[config.mk]
export PLATFORM = sky130hd
export DESIGN_NAME = riscv_multicycle_core_flat
export DESIGN_NICKNAME = d
export VERILOG_FILES = /design/src/rtl/riscv_multicycle_core_if.sv /design/src/rtl/riscv_multicycle_core.sv /design/src/flat_wrapper.sv
export SDC_FILE = /design/constraint.sdc
export NUM_CORES = 2
export LEC_CHECK = 0
export ABC_CLOCK_PERIOD_IN_PS = 43600
export CORE_MARGIN = 2
export CORE_UTILIZATION = 40
export DETAILED_ROUTE_END_ITERATION = 10
export GPL_TIMING_DRIVEN = 0
export HOLD_SLACK_MARGIN = 0.1
export PLACE_DENSITY = 0.67
export SYNTH_ARGS = -nofsm -noshare
export SYNTH_HDL_FRONTEND = slang
export SYNTH_SLANG_ARGS = --single-unit
[constraint.sdc]
create_clock -name clk -period 43.6 [get_ports clk]
set_input_delay 4.36 -clock clk [delete_from_list [all_inputs] [get_ports clk]]
set_output_delay 4.36 -clock clk [all_outputs]
set_load 0.05 [all_outputs]
[src/rtl/riscv_multicycle_core_if.sv]
// Bus between the multicycle core and its external instruction ROM / data RAM.
// The core drives addresses, store data and strobes; the memories return instr and dReadData.
interface riscv_multicycle_core_if;
  logic [31:0] instr;
  logic [31:0] dReadData;
  logic [31:0] PC;
  logic [31:0] dAddress;
  logic [31:0] dWriteData;
  logic        MemRead;
  logic        MemWrite;
  logic [31:0] WriteBackData;

  modport master (
    input  instr, dReadData,
    output PC, dAddress, dWriteData, MemRead, MemWrite, WriteBackData
  );

  modport slave (
    output instr, dReadData,
    input  PC, dAddress, dWriteData, MemRead, MemWrite, WriteBackData
  );
endinterface

[src/rtl/riscv_multicycle_core.sv]
// Five-state (IF/ID/EX/MEM/WB) multicycle RV32I-subset core with PC, register file,
// immediate generator and ALU. Memories are external and reached through the bus interface.
module riscv_multicycle_core #(
  parameter logic [31:0] INITIAL_PC = 32'h0040_0000
) (
  input logic                      clk,
  input logic                      rst,
  riscv_multicycle_core_if.master  bus
);

  typedef enum logic [2:0] {S_IF, S_ID, S_EX, S_MEM, S_WB} state_t;
  typedef enum logic [3:0] {
    ALU_ADD, ALU_SUB, ALU_AND, ALU_OR, ALU_XOR, ALU_SLT, ALU_SLL, ALU_SRL, ALU_SRA
  } alu_op_t;

  localparam logic [6:0] OP_R   = 7'b0110011;
  localparam logic [6:0] OP_I   = 7'b0010011;
  localparam logic [6:0] OP_LW  = 7'b0000011;
  localparam logic [6:0] OP_SW  = 7'b0100011;
  localparam logic [6:0] OP_BEQ = 7'b1100011;
  localparam logic [6:0] F7_Z   = 7'b0000000;
  localparam logic [6:0] F7_ALT = 7'b0100000;

  state_t      state_q, state_d;
  logic [31:0] pc_q, pc_d;
  logic [6:0]  op_q, f7_q;
  logic [2:0]  f3_q;
  logic [4:0]  rd_q;
  logic [31:0] a_q, b_q, imm_q, alu_q;
  logic        zero_q;
  logic [31:0] rf_q [32];

  alu_op_t     alu_op;
  logic        use_imm, rf_we, is_lw, is_sw, is_beq;
  logic        mem_read, mem_write;
  logic [31:0] rs1_val, rs2_val, op_b, alu_res, wb_data;

  function automatic logic [31:0] imm_gen(input logic [31:0] i);
    case (i[6:0])
      OP_SW:   imm_gen = {{20{i[31]}}, i[31:25], i[11:7]};
      OP_BEQ:  imm_gen = {{19{i[31]}}, i[31], i[7], i[30:25], i[11:8], 1'b0};
      default: imm_gen = {{20{i[31]}}, i[31:20]};
    endcase
  endfunction

  function automatic logic [31:0] alu(input alu_op_t op, input logic [31:0] a, input logic [31:0] b);
    case (op)
      ALU_SUB: alu = a - b;
      ALU_AND: alu = a & b;
      ALU_OR:  alu = a | b;
      ALU_XOR: alu = a ^ b;
      ALU_SLT: alu = {31'b0, ($signed(a) < $signed(b))};
      ALU_SLL: alu = a << b[4:0];
      ALU_SRL: alu = a >> b[4:0];
      ALU_SRA: alu = $unsigned($signed(a) >>> b[4:0]);
      default: alu = a + b;
    endcase
  endfunction

  // Register file read ports are addressed straight from the ROM word during ID.
  assign rs1_val = (bus.instr[19:15] == 5'd0) ? 32'd0 : rf_q[bus.instr[19:15]];
  assign rs2_val = (bus.instr[24:20] == 5'd0) ? 32'd0 : rf_q[bus.instr[24:20]];

  // Decode of the latched instruction; any unlisted opcode/funct pair falls through as a NOP.
  always_comb begin
    alu_op  = ALU_ADD;
    use_imm = 1'b0;
    rf_we   = 1'b0;
    is_lw   = 1'b0;
    is_sw   = 1'b0;
    is_beq  = 1'b0;
    case (op_q)
      OP_R: begin
        case (f3_q)
          3'b000: begin
            rf_we  = (f7_q == F7_Z) || (f7_q == F7_ALT);
            alu_op = (f7_q == F7_ALT) ? ALU_SUB : ALU_ADD;
          end
          3'b001: begin rf_we = (f7_q == F7_Z); alu_op = ALU_SLL; end
          3'b010: begin rf_we = (f7_q == F7_Z); alu_op = ALU_SLT; end
          3'b100: begin rf_we = (f7_q == F7_Z); alu_op = ALU_XOR; end
          3'b101: begin
            rf_we  = (f7_q == F7_Z) || (f7_q == F7_ALT);
            alu_op = (f7_q == F7_ALT) ? ALU_SRA : ALU_SRL;
          end
          3'b110: begin rf_we = (f7_q == F7_Z); alu_op = ALU_OR; end
          3'b111: begin rf_we = (f7_q == F7_Z); alu_op = ALU_AND; end
          default: ;
        endcase
      end
      OP_I: begin
        use_imm = 1'b1;
        case (f3_q)
          3'b000: begin rf_we = 1'b1; alu_op = ALU_ADD; end
          3'b001: begin rf_we = (f7_q == F7_Z); alu_op = ALU_SLL; end
          3'b010: begin rf_we = 1'b1; alu_op = ALU_SLT; end
          3'b100: begin rf_we = 1'b1; alu_op = ALU_XOR; end
          3'b101: begin
            rf_we  = (f7_q == F7_Z) || (f7_q == F7_ALT);
            alu_op = (f7_q == F7_ALT) ? ALU_SRA : ALU_SRL;
          end
          3'b110: begin rf_we = 1'b1; alu_op = ALU_OR; end
          3'b111: begin rf_we = 1'b1; alu_op = ALU_AND; end
          default: ;
        endcase
      end
      OP_LW: begin
        is_lw   = (f3_q == 3'b010);
        rf_we   = is_lw;
        use_imm = 1'b1;
      end
      OP_SW: begin
        is_sw   = (f3_q == 3'b010);
        use_imm = 1'b1;
      end
      OP_BEQ: begin
        is_beq = (f3_q == 3'b000);
        alu_op = ALU_SUB;
      end
      default: ;
    endcase
  end

  assign op_b    = use_imm ? imm_q : b_q;
  assign alu_res = alu(alu_op, a_q, op_b);
  assign wb_data = is_lw ? bus.dReadData : alu_q;

  always_comb begin
    state_d   = state_q;
    pc_d      = pc_q;
    mem_read  = 1'b0;
    mem_write = 1'b0;
    case (state_q)
      S_IF:  state_d = S_ID;
      S_ID:  state_d = S_EX;
      S_EX:  state_d = S_MEM;
      S_MEM: begin
        mem_read  = is_lw;
        mem_write = is_sw;
        state_d   = S_WB;
      end
      S_WB: begin
        pc_d    = (is_beq && zero_q) ? pc_q + imm_q : pc_q + 32'd4;
        state_d = S_IF;
      end
      default: state_d = S_IF;
    endcase
  end

  always_ff @(posedge clk or posedge rst) begin
    if (rst) begin
      state_q <= S_IF;
      pc_q    <= INITIAL_PC;
      op_q    <= '0;
      f7_q    <= '0;
      f3_q    <= '0;
      rd_q    <= '0;
      a_q     <= '0;
      b_q     <= '0;
      imm_q   <= '0;
      alu_q   <= '0;
      zero_q  <= 1'b0;
    end else begin
      state_q <= state_d;
      pc_q    <= pc_d;
      if (state_q == S_ID) begin
        op_q  <= bus.instr[6:0];
        f3_q  <= bus.instr[14:12];
        f7_q  <= bus.instr[31:25];
        rd_q  <= bus.instr[11:7];
        a_q   <= rs1_val;
        b_q   <= rs2_val;
        imm_q <= imm_gen(bus.instr);
      end
      if (state_q == S_EX) begin
        alu_q  <= alu_res;
        zero_q <= (a_q - b_q) == 32'd0;
      end
    end
  end

  always_ff @(posedge clk or posedge rst) begin
    if (rst) begin
      for (int i = 0; i < 32; i++) rf_q[i] <= '0;
    end else if (state_q == S_WB && rf_we && rd_q != 5'd0) begin
      rf_q[rd_q] <= wb_data;
    end
  end

  assign bus.PC            = pc_q;
  assign bus.dAddress      = alu_q;
  assign bus.dWriteData    = b_q;
  assign bus.MemRead       = mem_read;
  assign bus.MemWrite      = mem_write;
  assign bus.WriteBackData = wb_data;

endmodule

[src/flat_wrapper.sv]
// flat-port wrapper written by rule: the top's interface ports become plain ports
module riscv_multicycle_core_flat 
#(
  parameter logic [31:0] INITIAL_PC = 32'h0040_0000
)
  (clk, rst, bus_instr, bus_dReadData, bus_PC, bus_dAddress, bus_dWriteData, bus_MemRead, bus_MemWrite, bus_WriteBackData);
  riscv_multicycle_core_if bus_i ();
  input logic clk;
  input logic rst;
  input wire logic [$bits(bus_i.instr)-1:0] bus_instr;
  input wire logic [$bits(bus_i.dReadData)-1:0] bus_dReadData;
  output wire logic [$bits(bus_i.PC)-1:0] bus_PC;
  output wire logic [$bits(bus_i.dAddress)-1:0] bus_dAddress;
  output wire logic [$bits(bus_i.dWriteData)-1:0] bus_dWriteData;
  output wire logic [$bits(bus_i.MemRead)-1:0] bus_MemRead;
  output wire logic [$bits(bus_i.MemWrite)-1:0] bus_MemWrite;
  output wire logic [$bits(bus_i.WriteBackData)-1:0] bus_WriteBackData;
  assign bus_i.instr = bus_instr;
  assign bus_i.dReadData = bus_dReadData;
  assign bus_PC = bus_i.PC;
  assign bus_dAddress = bus_i.dAddress;
  assign bus_dWriteData = bus_i.dWriteData;
  assign bus_MemRead = bus_i.MemRead;
  assign bus_MemWrite = bus_i.MemWrite;
  assign bus_WriteBackData = bus_i.WriteBackData;
  riscv_multicycle_core #(.INITIAL_PC(INITIAL_PC)) u_core (.clk(clk), .rst(rst), .bus(bus_i));
endmodule
After elaboration in Yosys (flattened, before gate mapping)
Index checks and enable logic that the tools add are counted.

word-level totals
  logic and storage cells = 135
  output and inout bits = 130
  bits in registers = 1191
  input bits = 66

operators by class
  bitwise operators = 6
  mux-type cells = 31
  $lt $le $gt $ge = 5
  shifts and indexed selects = 3
  add/subtract/negate cells = 5
  equal/unequal tests = 26
  reduce and logical (&&, ||, !) cells = 16

operator list
  operator                 number
  $bwmux W1024             1
  $bmux W32 S5             2
  $mux W32                 10
  $pmux W32 S8             1
  $demux W32 S5            1
  $add A32 B32 Y32         2
  $sub A32 B32 Y32         2
  $add A32 B3 Y32 const B  1
  $and A32 B32 Y32         1
  $logic_not A32 Y1        1
  $lt A32 B32 Y1           1
  $or A32 B32 Y32          1
  $shl A32 B5 Y32          1
  $shr A32 B5 Y32          1
  $sshr A32 B5 Y32         1
  $xor A32 B32 Y32         1
  $eq A7 B6 Y1 const B     4
  $pmux W4 S7              1
  $pmux W12 S2             1
  $pmux W4 S6              1
  $ge A6 B6 Y1 const B     3
  $not A5 Y6               3
  $eq A4 B3 Y1 const B     4
  $eq A3 B3 Y1 const B     5
  other kinds (24)         42

Longest topological paths before layout
  word-level depth = 6
  depth in mapped cells = 21
  depth with buffers taken out = 17

Least setup slack after synthesis
No wires, ideal clock.

  path kind = input to output
  from = input port bus_dReadData[0]
  to = output port bus_WriteBackData[0]
  buffers on the path = 1
  arrival time = 5151 ps
  required time = 39240 ps
  stages = 3
  slack = 34089 ps
  path through = mux2i_1 -> clkbuf_1 -> inv_1

between the ends
  cells in the longest elaborated chain, start to end = 1

RTL lines
  element             line                          source
  start: declaration  flat_wrapper.sv:11            input wire logic [$bits(bus_i.dReadData)-1:0] bus_dReadData;
  $mux W32            riscv_multicycle_core.sv:126  assign wb_data = is_lw ? bus.dReadData : alu_q;
  end: declaration    flat_wrapper.sv:17            output wire logic [$bits(bus_i.WriteBackData)-1:0] bus_WriteBackData;

No other way between the ends.

Worst setup path after layout
  from = input port bus_dReadData[31]
  to = output port bus_WriteBackData[31]

The elaborated chain is that of the path after synthesis.

==> results.txt <==
The critical path contains buffers and inverters numbering 4 combined. VDD sags by at most 0.0425 mV. The main combinational cell family by area after synthesis is multiplexers. The routed via count came out at 67026. The post-layout instance area came out at 0.0810 sq mm. For this run, asynchronously set or reset flops after synthesis account for 1.00. TritonCTS built the clock tree. Measured along the x axis, the die boundary spans 426 um. The final layout contains 7912 nets. Dividing total power by cell area gives a power density of 36.9 mW/mm^2. The largest stage delay on the critical path is 0.91 ns. The signal on the critical path passes through clkdlybuf4s50_1, mux2i_1, clkbuf_1, inv_1, clkdlybuf4s50_1.

The total congestion overflow after global routing came out at 0. The commonest cells after synthesis are sky130_fd_sc_hd__dfrtp_1, sky130_fd_sc_hd__a21oi_1, sky130_fd_sc_hd__nor2_1. The worst setup path is of the input port to output pin kind. The number of buffers inserted to repair setup after CTS came out at 0.

Entering global routing, the biggest net connects 132 pins. The synthesized net count came out at 7569. By area the synthesized netlist is led by sky130_fd_sc_hd__dfrtp_1, sky130_fd_sc_hd__mux4_2, sky130_fd_sc_hd__a21oi_1. For the worst setup path, the data arrival time is 7.52 ns. The hold-fix buffer count after cts came out at 0.

After detailed placement, the total cell area comes to 0.0763 sq mm. The run finished, with violations left. Measured against the total synthesized area, the mux share comes to 0.201. The number of cells on the worst hold path is 1.

The later-pin clock latency in the skew report came out at 0.81 ns. The commonest register cell after synthesis is sky130_fd_sc_hd__dfrtp_1. The placer's final routability congestion estimate is 1.07. The total track usage is 0.360.

The flop and latch count out of synthesis is 1184. The maximum number of buffers from clock root to sink is 3. In this run the standard cell core region covers 0.176 sq mm. The maximum fanout count along the critical path is 10. For the pin with the worst max-slew slack, the measured transition is 1.56 ns. On the critical path, the stage with the largest delay is an instance of sky130_fd_sc_hd__mux2i_1. The initial cell density of the core came out at 0.403.

The cell family contributing the most delay on the critical path is buffers and inverters. Of the total synthesized cell area, the portion taken by full adders, half adders and majority gates is 0.0275. The sum of net half-perimeters after detailed placement came out at 252000 um. The part of the cycle the worst path needs is 0.272. Summing internal, switching and leakage power gives 2.99 mW. The via count of the first global-routing pass is 64498. Once the clock tree was built, the resizer swapped 0 gates to a different size. The share of synthesized area in the top cell type comes to 0.417.

The highest clock frequency the design can meet is 0.0842 GHz. The largest area contributor in the synthesized netlist is sky130_fd_sc_hd__dfrtp_1. The number of flops mapped to enable cells by yosys is 0. The origin of the critical flop-to-flop path is u_core.op_q[5]. The clock net sink count came out at 1184.

The final-report setup violation count came out at 0. The wire length of the first global-routing pass is 468000 um. The violation count after the first detailed-routing iteration came out at 10256.

Wires add up to 332000 um. The startpoint identified for the worst hold timing path is u_core.rf_q[996]. The critical path depth is 5. The die is 426 um tall. The share of synthesized cell area in and, or, nand and nor gates is 0.115. TritonCTS created 132 clock buffers. The most critical setup path has its startpoint at bus_dReadData[31]. The checks that failed: max-capacitance violations, max-slew violations. The synthesized-area fraction occupied by ao, oa, aoi and oai cells was 0.187. Fill cells in the final layout number 16667. The worst endpoint required time came out at 39.24 ns.

The sequential share of the synthesized area is 0.417. In this design, the critical path's most frequently occurring cell is sky130_fd_sc_hd__clkdlybuf4s50_1. Between clock sinks in the finished design, the worst skew comes to 0.0582 ns.

The number of I/O port buffers came out at 189. The number of vias per cell after detailed routing came out at 6.61. The count of pins over their slew limit was 67. The number of nets with antenna violations after detailed routing is 0. The remaining max-slew budget at the tightest pin came out at -0.0457. The number of maximum-capacitance constraint violations came out at 11.

The share of layout cells above drive strength 1 is 0.109. The clock period could shrink to 11.88 ns. The number of I/O pins is 196.

The CTS clock-pin slew for the worst setup and hold paths is 0.06 ns. The netlist uses 97 different library cells. By instance count, the leading cell after synthesis is sky130_fd_sc_hd__dfrtp_1.

The length in cells of the worst reg-to-reg path came out at 18. The final-report hold violation count came out at 0. The die covers 0.181 sq mm.

The worst setup path is launched from an input port. The synthesis-to-layout area growth came out at 14.0%. The worst setup path is captured at an output pin. The class of the tightest hold or removal check is flip-flop to flip-flop. The post-synthesis area per instance is 9.67 sq um.

The first detailed-routing pass took 9 iterations. The synthesized instance count is 7348. The yosys synthesis warning count came out at 0.

Setup total negative slack on the finished layout was measured at 0 ns. The number of H-tree levels came out at 4. After detailed routing, the average wire length per cell comes to 32.8 um. The root buffer cell is sky130_fd_sc_hd__clkbuf_16. The fraction of synthesized cell area in xor and xnor cells came out at 0.00690. The initial antenna violation count came out at 11. The mapped cell area is 0.0711 sq mm.

Row generation in the floorplan step produced 154 rows. The post-detailed-route DRC marker count is 0. Setup repair after global routing left no endpoint under its margin. The static leakage power came out at 31.4 nW.
==> registers in the layout, summed over array words and instances, names as in the netlist, 5 cells and up <==
| signal | flops |
|---|---|
| u_core.a_q | 32 |
| u_core.bus.PC | 32 |
| u_core.bus.dAddress | 32 |
| u_core.bus.dWriteData | 32 |
| u_core.imm_q | 13 |
| u_core.op_q | 7 |
| u_core.rd_q | 5 |
| u_core.rf_q | 1024 |
==> kinds of logic after synthesis <==
family	count (synthesis)
AOI/OAI and AO/OA	2296
xor gates and xnor gates	56
adders and majority gates	155
buffers and inverters	865
DFF	1184
muxes	847
and+or+nand+nor	1945
==> layer usage <==
layer | track usage | wire, um | vias to the layer above
li1 | - | - | 27513
met1 | 0.445 | 119000 | 33616
met2 | 0.538 | 145000 | 4837
met3 | 0.115 | 41700 | 1056
met4 | 0.239 | 26300 | 4
met5 | 0 | 26 | -
==> area by class of cell <==
type | instances | area, sq um | share of cell area
Timing Repair Buffer | 209 | 2310 | 0.0286
Inverter | 181 | 687 | 0.00848
Buffer | 684 | 2610 | 0.0323
Clock buffer | 192 | 3860 | 0.0477
Multi-Input combinational cell | 5299 | 38200 | 0.472
Tap cell | 2340 | 2930 | 0.0361
Clock inverter | 39 | 743 | 0.00918
Sequential cell | 1184 | 29600 | 0.366
Antenna cell | 8 | 20.0 | 0.000247
==> metrics by stage <==
stage	setup WS, ns	utilization	hold slack, ns	cells
floorplan	5.89	-	0.445	7348
global placement	-7.75	0.430	0.457	9877
detailed placement	31.88	0.433	0.467	9891
CTS	31.88	0.459	0.480	10122
global route	31.72	0.459	0.494	10129
finish	31.72	0.459	0.479	10136
==> final timing paths <==
kind | slack [ns] | end
max | 31.72 | bus_WriteBackData[31]
min | 0.48 | u_core.rf_q[996]
max reg2reg | 35.99 | u_core.bus.dAddress[31]
min reg2reg | 0.48 | u_core.rf_q[996]
max in group asynchronous | 36.57 | u_core.rf_q[472]
min in group asynchronous | 4.08 | u_core.bus.PC[12]
==> power breakdown <==
| part | switching, mW | internal, mW | total, mW |
|---|---|---|---|
| combinational | 0.465 | 0.153 | 0.618 |
| clock | 0.507 | 0.709 | 1.22 |
| sequential | 0.0401 | 1.11 | 1.15 |
==> cells in the final DEF (no fill, tap or decap), types with 15 or more instances in the layout <==
master                            synthesis  final
sky130_fd_sc_hd__a211oi_1                40     40
sky130_fd_sc_hd__a21o_1                  76     76
sky130_fd_sc_hd__a21oi_1               1006   1006
sky130_fd_sc_hd__a221oi_1                20     20
sky130_fd_sc_hd__a31oi_1                 32     31
sky130_fd_sc_hd__and3_1                  23     23
sky130_fd_sc_hd__buf_1                   83     77
sky130_fd_sc_hd__buf_2                   19     23
sky130_fd_sc_hd__bufinv_16                0     15
sky130_fd_sc_hd__clkbuf_1               579    609
sky130_fd_sc_hd__clkbuf_16                0    136
sky130_fd_sc_hd__clkbuf_8                 0     25
sky130_fd_sc_hd__clkdlybuf4s50_1          0    189
sky130_fd_sc_hd__dfrtp_1               1183   1183
sky130_fd_sc_hd__ha_1                   153    153
sky130_fd_sc_hd__inv_1                  176    175
sky130_fd_sc_hd__mux2_2                  87     87
sky130_fd_sc_hd__mux2i_1                305    305
sky130_fd_sc_hd__mux4_2                 455    455
sky130_fd_sc_hd__nand2_1                668    668
sky130_fd_sc_hd__nand2b_1                25     25
sky130_fd_sc_hd__nand3_1                107    107
sky130_fd_sc_hd__nand4_1                 21     21
sky130_fd_sc_hd__nor2_1                 871    867
sky130_fd_sc_hd__nor2b_1                 19     19
sky130_fd_sc_hd__nor3_1                  95     95
sky130_fd_sc_hd__nor4_1                  16     16
sky130_fd_sc_hd__o211ai_1                53     53
sky130_fd_sc_hd__o21ai_0                629    628
sky130_fd_sc_hd__o21ai_1                 15     16
sky130_fd_sc_hd__o21bai_1                24     24
sky130_fd_sc_hd__o221ai_1                74     74
sky130_fd_sc_hd__o22ai_1                153    153
sky130_fd_sc_hd__o31ai_1                 15     15
sky130_fd_sc_hd__or3_1                   25     25
sky130_fd_sc_hd__xnor2_1                 37     37
sky130_fd_sc_hd__xor2_1                  19     19
(Power assumes the default switching activity.)
